[config.mk]
export PLATFORM = sky130hd
export DESIGN_NAME = upower_mc_controller
export DESIGN_NICKNAME = d
export VERILOG_FILES = /design/src/rtl/upower_mc_controller.sv
export SDC_FILE = /design/constraint.sdc
export NUM_CORES = 1
export LEC_CHECK = 0
export ABC_CLOCK_PERIOD_IN_PS = 2900
export CAP_MARGIN = 25
export CELL_PAD_IN_SITES_DETAIL_PLACEMENT = 0
export CELL_PAD_IN_SITES_GLOBAL_PLACEMENT = 1
export CORE_MARGIN = 2
export CORE_UTILIZATION = 33
export DETAILED_ROUTE_END_ITERATION = 8
export PLACE_DENSITY = 0.85
export SYNTH_ARGS = -nofsm -noshare
export SYNTH_HDL_FRONTEND = slang
export SYNTH_SLANG_ARGS = --single-unit
[constraint.sdc]
create_clock -name clock -period 2.9 [get_ports clock]
set_clock_uncertainty 0.15 [all_clocks]
set_input_delay 0.87 -clock clock [delete_from_list [all_inputs] [get_ports clock]]
set_output_delay 0.87 -clock clock [all_outputs]
set_load 0.03 [all_outputs]
[src/rtl/upower_mc_controller.sv]
// Multi-cycle control FSM for the uPower core: sequences fetch/decode/execute/
// memory/writeback, drives datapath enables and counts retired instructions.
module upower_mc_controller #(
  parameter int CNT_W       = 32,
  parameter int MEM_TIMEOUT = 16
) (
  input  logic             clock,
  input  logic             reset_n,
  input  logic             start,
  input  logic [5:0]       opcode,
  input  logic             branch_taken,
  input  logic             mem_ready,
  output logic             mem_req,
  output logic             mem_we,
  output logic             mem_addr_sel,
  output logic             ir_write,
  output logic             pc_write,
  output logic             pc_src,
  output logic             alu_op_en,
  output logic             alu_src_imm,
  output logic             reg_write,
  output logic             mem_to_reg,
  output logic [2:0]       state,
  output logic             halted,
  output logic             illegal,
  output logic             bus_error,
  output logic [CNT_W-1:0] instr_count
);

  localparam logic [2:0] S_IDLE = 3'd0, S_FETCH = 3'd1, S_DECODE = 3'd2,
                         S_EXEC = 3'd3, S_MEM = 3'd4, S_WB = 3'd5, S_HALT = 3'd6;

  localparam logic [2:0] C_ALU_R = 3'd0, C_ALU_I = 3'd1, C_LOAD = 3'd2, C_STORE = 3'd3,
                         C_BR = 3'd4, C_BC = 3'd5, C_SYS = 3'd6, C_ILL = 3'd7;

  localparam int WW = $clog2(MEM_TIMEOUT) + 1;

  function automatic logic [2:0] classify(input logic [5:0] op);
    case (op)
      6'd31:                            return C_ALU_R;
      6'd14, 6'd15, 6'd24, 6'd26, 6'd28: return C_ALU_I;
      6'd32, 6'd34, 6'd40, 6'd58:       return C_LOAD;
      6'd36, 6'd38, 6'd44, 6'd62:       return C_STORE;
      6'd18:                            return C_BR;
      6'd16:                            return C_BC;
      6'd17:                            return C_SYS;
      default:                          return C_ILL;
    endcase
  endfunction

  logic [2:0]    cls_q, dec_cls, nxt;
  logic [WW-1:0] wait_q;
  logic          waiting, timeout, retire;

  assign dec_cls = classify(opcode);
  assign waiting = (state == S_FETCH) || (state == S_MEM);
  // mem_ready on the last allowed cycle completes the request instead of erroring
  assign timeout = waiting && !mem_ready && (wait_q == WW'(MEM_TIMEOUT - 1));
  assign halted  = (state == S_HALT);

  always_comb begin
    nxt    = state;
    retire = 1'b0;
    case (state)
      S_IDLE:   if (start) nxt = S_FETCH;
      S_FETCH:  if (mem_ready) nxt = S_DECODE; else if (timeout) nxt = S_HALT;
      S_DECODE: begin
        if (dec_cls == C_ILL) nxt = S_HALT;
        else if (dec_cls == C_SYS) begin
          nxt    = S_HALT;
          retire = 1'b1;
        end else nxt = S_EXEC;
      end
      S_EXEC: begin
        case (cls_q)
          C_BR, C_BC: begin
            nxt    = S_FETCH;
            retire = 1'b1;
          end
          C_LOAD, C_STORE: nxt = S_MEM;
          default:         nxt = S_WB;
        endcase
      end
      S_MEM: begin
        if (mem_ready) begin
          nxt    = (cls_q == C_STORE) ? S_FETCH : S_WB;
          retire = (cls_q == C_STORE);
        end else if (timeout) nxt = S_HALT;
      end
      S_WB: begin
        nxt    = S_FETCH;
        retire = 1'b1;
      end
      S_HALT:  nxt = S_HALT;
      default: nxt = S_IDLE;
    endcase
  end

  always_ff @(posedge clock) begin
    if (!reset_n) begin
      state       <= S_IDLE;
      cls_q       <= C_ALU_R;
      wait_q      <= '0;
      illegal     <= 1'b0;
      bus_error   <= 1'b0;
      instr_count <= '0;
    end else begin
      state <= nxt;
      if (state == S_DECODE) cls_q <= dec_cls;
      if ((nxt == S_FETCH || nxt == S_MEM) && nxt != state) wait_q <= '0;
      else if (waiting && !mem_ready) wait_q <= wait_q + 1'b1;
      if (state == S_DECODE && dec_cls == C_ILL) illegal <= 1'b1;
      if (timeout) bus_error <= 1'b1;
      if (retire && instr_count != {CNT_W{1'b1}}) instr_count <= instr_count + 1'b1;
    end
  end

  always_comb begin
    mem_req      = 1'b0;
    mem_we       = 1'b0;
    mem_addr_sel = 1'b0;
    ir_write     = 1'b0;
    pc_write     = 1'b0;
    pc_src       = 1'b0;
    alu_op_en    = 1'b0;
    alu_src_imm  = 1'b0;
    reg_write    = 1'b0;
    mem_to_reg   = 1'b0;
    case (state)
      S_FETCH: begin
        mem_req  = 1'b1;
        ir_write = mem_ready;
        pc_write = mem_ready;
      end
      S_EXEC: begin
        alu_op_en   = 1'b1;
        alu_src_imm = (cls_q == C_ALU_I) || (cls_q == C_LOAD) || (cls_q == C_STORE);
        if (cls_q == C_BR) begin
          pc_write = 1'b1;
          pc_src   = 1'b1;
        end else if (cls_q == C_BC) begin
          pc_write = branch_taken;
          pc_src   = 1'b1;
        end
      end
      S_MEM: begin
        mem_req      = 1'b1;
        mem_addr_sel = 1'b1;
        mem_we       = (cls_q == C_STORE);
      end
      S_WB: begin
        reg_write  = 1'b1;
        mem_to_reg = (cls_q == C_LOAD);
      end
      default: ;
    endcase
  end

endmodule

==> impl_metrics.ini <==
[timing]
maxSlewViolCount = 0
relSlewSlack_pct = 72.62
finalSetupViolCount = 0
fmax_ghz = 0.3508
timing.hold.ws_ns = 0.3447
setup_ws_ns = 0.04957
worstMarginPinSlew_ns = 0.4107
min_period_ns = 2.850
post-route-period-util_pct = 98.29
rsz0062_at_grt = yes
hold_viol_final = 0
setup_tns_ns = 0

[clocking]
cts_hold_buf = 0
htree_levels = 2
cts.sinks = 45
cts_buffers = 5
cts_tree = built
insertion_delay_ns = 0.30
cts.clk_slew.worst_paths_ns = 0.08
cts-root-buf = clkbuf_8
clockBufferDepth = 2

[die]
die_h_um = 91.45
fp.dieW_um = 91.45
start_util_pct = 34.43
die_area_um2 = 8363
ios = 59
coreArea_um2 = 7331
rows = 31

[yosys]
synth-simple-area-share_pct = 32.92
yosysWarnings = 0
synth_top_family_by_area = simple AND/OR/NAND/NOR gates
synth.avg_cell_area_um2 = 7.936
synth_edf_count = 0
synth_xor_area_share_pct = 1.735
synth_seq_area_share_pct = 35.70
synth.area.mux_share_pct = 3.223
syn-instance-count = 318
syn_area_um2 = 2524
synth_fa_ha_area_share_pct = 2.975
synth-seq-cells = 45
async_reset_ff_share_pct = 0
ys.flop_type = dfxtp_1
synth_cell_types = 50
synth_compound_area_share_pct = 19.78
synth_fp_nets = 335

[routing]
drc_errors = 0
drtAntennaViolNets = 0
wl_mm = 7.073
drtIter0Drc = 145
vias_per_cell = 5.298
post_drt_wl_per_cell_um = 14.03
drt-pass1-iter-count = 4
num_vias = 2670

[cells_and_area]
drive_above_1_share_pct = 16.54
area_growth_pct = 46.21
stdcell_count = 504
layout_common_cells = clkdlybuf4s50_1, dfxtp_1, buf_4
nets = 421
diodes = 0
final_common_cell = clkdlybuf4s50_1

[worst_hold_path]
min_path_type = reg -> reg
min_delay_path_depth = 2

[status]
status = finished, final reports clean

[worst_setup_path]
crit_arrival_ns = 2.89
criticalPathCategory = in -> reg
cpPeakStageDelay_ns = 0.56
cp.depth = 9
ff2ff_path_depth = 8
cp_common_cell = buf_4
path_max_fanout = 5
crit_chain = clkdlybuf4s50_1, buf_4, nand2_1, a211o_1, a31oi_1, a211oi_2, mux2i_1, buf_4, a2111oi_0
worst_setup_path_start_kind = input pin
worstPathRequired_ns = 2.94
end_kind = flop
crit_family = compound AO/OA/AOI/OAI gates
critPathSlowestCell = clkdlybuf4s50_1
cp_num_buf_inv = 3

[grt]
grt.overflow.total = 0
grt.total_usage_pct = 16.92
grt_first_pass_wirelength_mm = 11.72
grt_max_degree = 22
antenna_found_initial = 0
grt_pass1_vias = 2470

[power_and_ir_drop]
ir_drop_uv = 196.6
pwr_density_cell_nw_per_um2 = 379.8
finalPower_mw = 1.401
p_leak_nw = 1.288

[place]
place_ws_ns = -0.5934
io_buffer_count = 58
dp_hpwl_mm = 5.229
gp_congestion = 0.8200
dp_cells = 495

[flow_run]
cap_violations = 0
layer usage:
layer	wire length [µm]	vias to the layer above	GRT usage, %
met3	312	6	3.568
met2	3258	59	27.08
met1	3461	1255	23.41
met5	0	-	0
li1	-	1350	-
met4	41	0	3.535
sequential cells by signal, indices dropped and copies added (netlist names):
register	cells
bus_error	1
cls_q	3
illegal	1
instr_count	32
state	3
wait_q	5
report_power, final:
group | total [mW] | switching [mW] | internal [mW]
combinational | 0.256 | 0.137 | 0.120
sequential | 0.647 | 0.0168 | 0.631
clock | 0.497 | 0.216 | 0.281
worst paths after layout:
path | startpoint | end | slack (ns)
worst max-delay path | opcode[3] | wait_q[4] | 0.05
worst min-delay path | instr_count[15] | instr_count[15] | 0.34
worst max register to register | state[1] | instr_count[4] | 0.36
worst min register to register | instr_count[15] | instr_count[15] | 0.34
synth_stat cells (3+ instances only):
master	n	area (µm²)
and2_1	5	31.28
mux2i_1	7	70.07
nor2b_1	7	43.79
ha_1	6	75.07
clkbuf_1	8	30.03
or3_1	15	93.84
nand4_1	12	75.07
inv_1	9	33.78
nand3_1	13	65.06
nor4_1	4	25.02
nand2_1	24	90.09
a211oi_1	4	30.03
xnor2_1	3	26.28
nand2b_1	10	62.56
and4_1	3	26.28
o31ai_1	7	52.55
a21oi_1	29	145.1
o21ai_0	21	105.1
buf_2	4	20.02
nor3_1	8	40.04
nor2_1	23	86.33
or4_1	7	52.55
and3_1	7	43.79
dfxtp_1	45	900.9
area by class of cell:
class	instances	area, µm²
Sequential cell	45	902.1
Tap cell	99	123.9
Timing Repair Buffer	92	864.6
Fill cell	695	3641
Inverter	10	37.54
Multi-Input combinational cell	250	1645
Clock buffer	7	86.33
Clock inverter	1	30.03
logic make-up (layout without fill, tap and decap cells):
family          after synthesis  in the layout
compound gates               82             82
fa+ha+maj                     6              6
xor+xnor                      5              5
simple gates                149            149
mux                           8              8
flops                        45             45
buf+inv                      23            110
worst register-to-register path, delay by kind of cell (launching register included):
| family | cells | cell delay [ns] |
|---|---|---|
| AOI/OAI and AO/OA | 2 | 0.26 |
| buffers and inverters | 2 | 0.36 |
| DFF | 1 | 0.35 |
| and+or+nand+nor | 4 | 1.36 |
through the flow:
step / area [µm²] / util [%]
2_1_floorplan: 2534 / -
3_3_place_gp: 3451 / 47.07
3_5_place_dp: 3451 / 47.07
4_1_cts: 3640 / 49.65
5_1_grt: 3690 / 50.33
6_report: 3690 / 50.33
what timing repair did:
item                                    4_1_cts  5_1_grt
hold endpoints to repair                      0        0
buffers inserted                              1        0
resized for setup                            22       12
endpoints found under the setup margin       41       34
pin swaps                                     8        5
Note: power is estimated with default switching activity, not from simulation.
==> RTL edit 1 (same settings) <==
The parameter `CNT_W` goes from 32 to 64.
--- a/src/rtl/upower_mc_controller.sv
+++ b/src/rtl/upower_mc_controller.sv
@@ -3,3 +3,3 @@
 module upower_mc_controller #(
-  parameter int CNT_W       = 32,
+  parameter int CNT_W       = 64,
   parameter int MEM_TIMEOUT = 16
Ports: changed (resized instr_count); port bits go from 59 to 91. No check against the original RTL was run, so the function may have changed too.
==> RTL edit 1 against the unedited design <==
  * The flow now finishes with violations (setup timing)
  * Power is 83% higher
  * Critical path depth is 4 higher
  * Worst setup slack worse by 0.25 ns
  * Die area is 74% higher
  * Utilization is 6.8 points higher
  * Sequential share of layout area is 4.1 points lower
  * Final area is 110% higher
  * Sequential cell count is 32 higher
  * Routed wire length is 120% higher
  * Clock power is 120% higher
  * Fmax is 7.9% lower
  * Cell count is 77% higher
  * Area after synthesis is 78% higher
==> RTL edit 1: results (changes against the unedited design) <==
Routing
  • Met2 routed WL: 7.882 mm (was 3.258 mm)
  • Iteration-0 DRC Markers: 362 (was 145)
  • Drt first pass iters: 5 (was 4)
  • Met3 WL: 590 µm (was 312 µm)
  • Routed Wire Length: 15.78 mm (was 7.073 mm)

GRT
  • All-Layer GR Usage: 0.2098 (was 0.1692)
  • GR met1 Demand/Resource: 0.2726 (was 0.2341)
  • Vias in the first global route: 4969 (was 2470)
  • M3 GR Usage: 0.03726 (was 0.03568)
  • Global Route met2 Usage: 0.3460 (was 0.2708)

Timing
  • Final setup viols: 55 (was 0)
  • Fin worst setup slack: -0.1961 ns (was 0.04957 ns)
  • Hold slack: 0.3269 ns (was 0.3447 ns)
  • Worst-Margin Slew: 0.7719 ns (was 0.4107 ns)
  • Setup TNS: -4.878 ns (was 0 ns)

Critical path
  • FF-to-FF path depth: 6 (was 8)
  • R2R Setup Slk: -0.05 ns (was 0.36 ns)
  • Worst r2r src: instr_count[52] (was state[1])
  • Reg2Reg Capture Point: instr_count[61] (was instr_count[4])
  • Slowest-stage cell, CP: o41a_4 (was clkdlybuf4s50_1)
  • Arrival @ worst endpoint: 3.22 ns (was 2.89 ns)
  • End of the critical path: instr_count[26] (was wait_q[4])
  • Crit path largest cell delay: 0.39 ns (was 0.56 ns)
  • Worst Setup SP: opcode[0] (was opcode[3])

Layout
  • Filler cell count: 1100 (was 695)
  • Fin cells: 890 (was 504)
  • Final nets: 727 (was 421)
  • Largest registers: instr_count (64), wait_q (5) (was instr_count (32), wait_q (5))
  • Sequential Area: 1543 µm² (was 902.1 µm²)

Clock network
  • Post-CTS Setup Bufs: 17 (was 1)
  • Root Buffer: clkbuf_16 (was clkbuf_8)
  • Worst-Skew Late Latency: 0.34 ns (was 0.30 ns)
  • Reg clk slew, reported paths: 0.06 ns (was 0.08 ns)
  • Cts bufs inserted: 9 (was 5)

Outcome
  • Outcome: finished, violations left (was completed)
  • Failing checks: setup timing

Place
  • Pre-CTS WS: -0.9665 ns (was -0.5934 ns)
  • DP HPWL: 9.543 mm (was 5.229 mm)
  • RePlAce Congestion: 0.8749 (was 0.8200)
  • IO Port Bufs: 90 (was 58)

Pwr
  • Cell Pwr Density: 337.5 nW/µm² (was 379.8 nW/µm²)
  • P_clk: 1080 µW (was 497 µW)
  • P_seq: 1090 µW (was 647 µW)
  • Leak Pwr: 0.002611 µW (was 0.001288 µW)
  • Net Switching: 661.3 µW (was 369.9 µW)
  • Worst ir drop on vdd: 0.2722 mV (was 0.1966 mV)

Worst hold path
  • Hold_sp: bus_error (was instr_count[15])

Synthesis
  • Syn_nets: 574 (was 335)
  • Synth cell types: 57 (was 50)
  • Syn Inst Count: 557 (was 318)
==> RTL edit 1: cell count changes in the layout (fill, tap and decap cells not counted), moves of 13 or more <==
cell and change:
a21oi_2 +15, buf_4 +26, clkdlybuf4s50_1 +27, dfxtp_1 +32
mux2i_1 +18, nand2_1 +31, nand2b_1 +20, o31ai_4 +13
or4_4 +14
==> RTL edit 1: kinds of logic (layout without fill, tap and decap cells) <==
group                      count (synthesis)  after routing  synth area share
adders and majority gates                  6              6           0.01671
muxes                                     28             28           0.06266
xor gates and xnor gates                   4              4          0.007799
buffers and inverters                     51            207           0.05263
DFF                                       77             77            0.3431
and+or+nand+nor                          266            266            0.3422
AOI/OAI and AO/OA                        125            126            0.1749
==> RTL edit 1: layout make-up <==
class | instances | share of cell area
multi-input cells | 430 | 0.4698
clock buffers | 14 | 0.03606
inverters | 11 | 0.007410
repair buffers | 181 | 0.2541
flip-flops and latches | 77 | 0.2030
clock inverters | 1 | 0.0006587
well taps | 176 | 0.02898
==> RTL edit 2 (same flow settings) <==
Made on the original files. Make the reset (`reset_n`) asynchronous in one clocked block.
--- a/src/rtl/upower_mc_controller.sv
+++ b/src/rtl/upower_mc_controller.sv
@@ -98,3 +98,3 @@
 
-  always_ff @(posedge clock) begin
+  always_ff @(posedge clock or negedge reset_n) begin
     if (!reset_n) begin
Formal check against the unedited RTL: differs if reset_n is asserted again (counterexample within 4 cycles, from zero or initial values and one cycle with reset_n low); with reset_n held inactive, the same outputs for 10 cycles.
==> RTL edit 2 against the unedited design <==
  * Final area is 4.5% higher
  * Critical path type is now in2out
  * Area after synthesis grew 12%
  * Worst setup slack better by 0.014 ns
  * Sequential cell count unchanged
  * Die area up 11%
  * Routed wire length down 6.3%
Power is not compared: it rests on default switching activity, and its combinational part moved more than twofold at a synthesized area within 25%.
==> RTL edit 2: results (changes against the unedited design) <==
Outcome
  • Outcome: completed (unchanged)

Clock network
  • H-Tree Depth: 2 (unchanged)
  • Reg clk slew, reported paths: ~0.090 ns
  • Post-CTS Setup Bufs: 0 (was 1)
  • Clock Path Buffers: 2 (unchanged)
  • Root Buffer: clkbuf_8 (unchanged)
  • Worst-Skew Late Latency: 0.31 ns
  • Cts bufs inserted: 5 (unchanged)

Synthesis
  • Synth cell types: 62 (was 50)
  • Synth top cells by count: dfrtp_1 (45), xor2_1 (33), nand3_1 (17), nand2_1 (16), nor4_2 (16) (was dfxtp_1 (45), a21oi_1 (29), nand2_1 (24), nor2_1 (23), o21ai_0 (21))
  • Syn Inst Count: 264 (was 318)
  • Yosys warns: 0 (unchanged)
  • Sequential fraction of the synthesis area: 0.3989 (was 0.3570)
  • Ranking of synthesized cells by area: dfrtp_1 (40%), xor2_1 (10%), nor4_2 (7.1%) (was dfxtp_1 (36%), a21oi_1 (5.8%), o21ai_0 (4.2%))
  • Syn_nets: 281 (was 335)
  • Async set or reset register ratio after synthesis: 1.000 (was 0)
  • Main flop type after synthesis: dfrtp_1 (was dfxtp_1)

Critical path
  • Crit path largest cell delay: 0.44 ns (was 0.56 ns)
  • R2R Setup Slk: 0.32 ns (was 0.36 ns)
  • CP top delay family: buffers and inverters (was compound AO/OA/AOI/OAI gates)
  • Critical-path maximum fanout: 3 (was 5)
  • FF-to-FF path depth: 6 (was 8)
  • Arrival @ worst endpoint: 1.82 ns (was 2.89 ns)
  • Slowest-stage cell, CP: clkdlybuf4s50_1 (unchanged)
  • Worst r2r src: instr_count[0] (was state[1])
  • Reg2Reg Capture Point: instr_count[30] (was instr_count[4])

Worst hold path
  • WHS Path Cells: 1 (was 2)
  • Worst min-delay path class: reg2reg (unchanged)
  • Hold_sp: bus_error (was instr_count[15])
  • Worst Hold End: bus_error (was instr_count[15])

GRT
  • Initial antenna violation count: 0 (unchanged)
  • First-pass GRT wire length: 11.18 mm (was 11.72 mm)
  • Pin count of the biggest net entering global routing: 25 (was 22)
  • All-Layer GR Usage: 0.1533 (was 0.1692)

Place
  • IO Port Bufs: 58 (unchanged)
  • Placed cell count: 440 (was 495)
  • RePlAce Congestion: 0.7870 (was 0.8200)
  • DP HPWL: 4.944 mm (was 5.229 mm)

Layout
  • Largest registers: instr_count (32), wait_q (5) (unchanged)
  • Fin cells: 448 (was 504)
  • Share of layout cells above drive strength 1: 0.2391 (was 0.1654)
  • Filler cell count: 782 (was 695)
  • N_diodes: 0 (unchanged)
  • Final nets: 359 (was 421)

Routing
  • Wire per inst: 14.79 µm (was 14.03 µm)
  • Vias: 2295 (was 2670)
  • Iteration-0 DRC Markers: 94 (was 145)
  • Drt first pass iters: 4 (unchanged)

Timing
  • Worst-Margin Slew: 0.7104 ns (was 0.4107 ns)

Pwr
  • Leak Pwr: between 0.0015 and 0.002 µW
  • Worst ir drop on vdd: 0.4528 mV
==> RTL edit 2: what timing repair did <==
item                                   CTS  global route
endpoints found under the hold margin    0             0
setup endpoints to repair               40            33
gates resized for setup                 10             9
pin swaps                                1             0
==> RTL edit 2: how the worst max path moves through the flow <==
stage / start / endpoint / cells past startpoint
6_report: mem_ready / pc_write / 4
5_1_grt: mem_ready / pc_write / 4
4_1_cts: state[0] / mem_addr_sel / 3
3_5_place_dp: opcode[0] / instr_count[8] / 10
3_3_place_gp: opcode[0] / instr_count[1] / 10
2_1_floorplan: state[1] / alu_src_imm / 4
==> RTL edit 2: power by group <==
group	internal, µW	switching (µW)	total, µW
Clock	280	222	502
Sequential	744	163	907
Combinational	570	708	1280
==> RTL edit 2: worst register-to-register path, cell delays in order, from the launching register on <==
cell and delay (ns):
dfrtp_1 0.45, ha_1 0.21, nand3_1 0.14, or3_1 0.51, or2_0 0.51, nor4_2 0.36
xor2_1 0.19
==> RTL edit 2: per-stage QoR <==
step	setup slack [ns]	instance area [µm²]	TNS [ns]	hold slack, ns	total power [µW]
floorplan	-0.04530	2830	-0.04530	0.3726	1660
global placement	-0.3921	3696	-12.25	0.2982	2170
detailed placement	-0.4491	3696	-14.24	0.2930	2191
CTS	0.003577	3825	0	0.3226	2695
global route	0.009020	3856	0	0.3342	2847
finish	0.06367	3856	0	0.3165	2687
==> RTL edit 2: cell type report <==
| type | instances | area, µm² | area share |
|---|---|---|---|
| Clock buffer | 6 | 82.58 | 0.02141 |
| Clock inverter | 2 | 37.54 | 0.009734 |
| Inverter | 7 | 26.28 | 0.006814 |
| Multi-Input combinational cell | 199 | 1638 | 0.4247 |
| Sequential cell | 45 | 1126 | 0.2920 |
| Tap cell | 105 | 131.4 | 0.03407 |
| Timing Repair Buffer | 84 | 814.5 | 0.2112 |
==> RTL edit 2: cell families after synthesis <==
logic type / after synthesis / share of synthesized area
simple gates: 129 / 0.3360
fa+ha+maj: 6 / 0.02660
xor+xnor: 34 / 0.1055
buf+inv: 20 / 0.03989
compound gates: 26 / 0.07669
mux: 4 / 0.01640
flops: 45 / 0.3989
==> RTL edit 2: per-layer routing <==
layer | GRT usage | wire length (µm) | vias up
met3 | 0.04189 | 363 | 9
met5 | 0 | 0 | -
met4 | 0.04577 | 95 | 0
met1 | 0.1950 | 3060 | 1109
met2 | 0.2546 | 3107 | 56
li1 | - | - | 1121
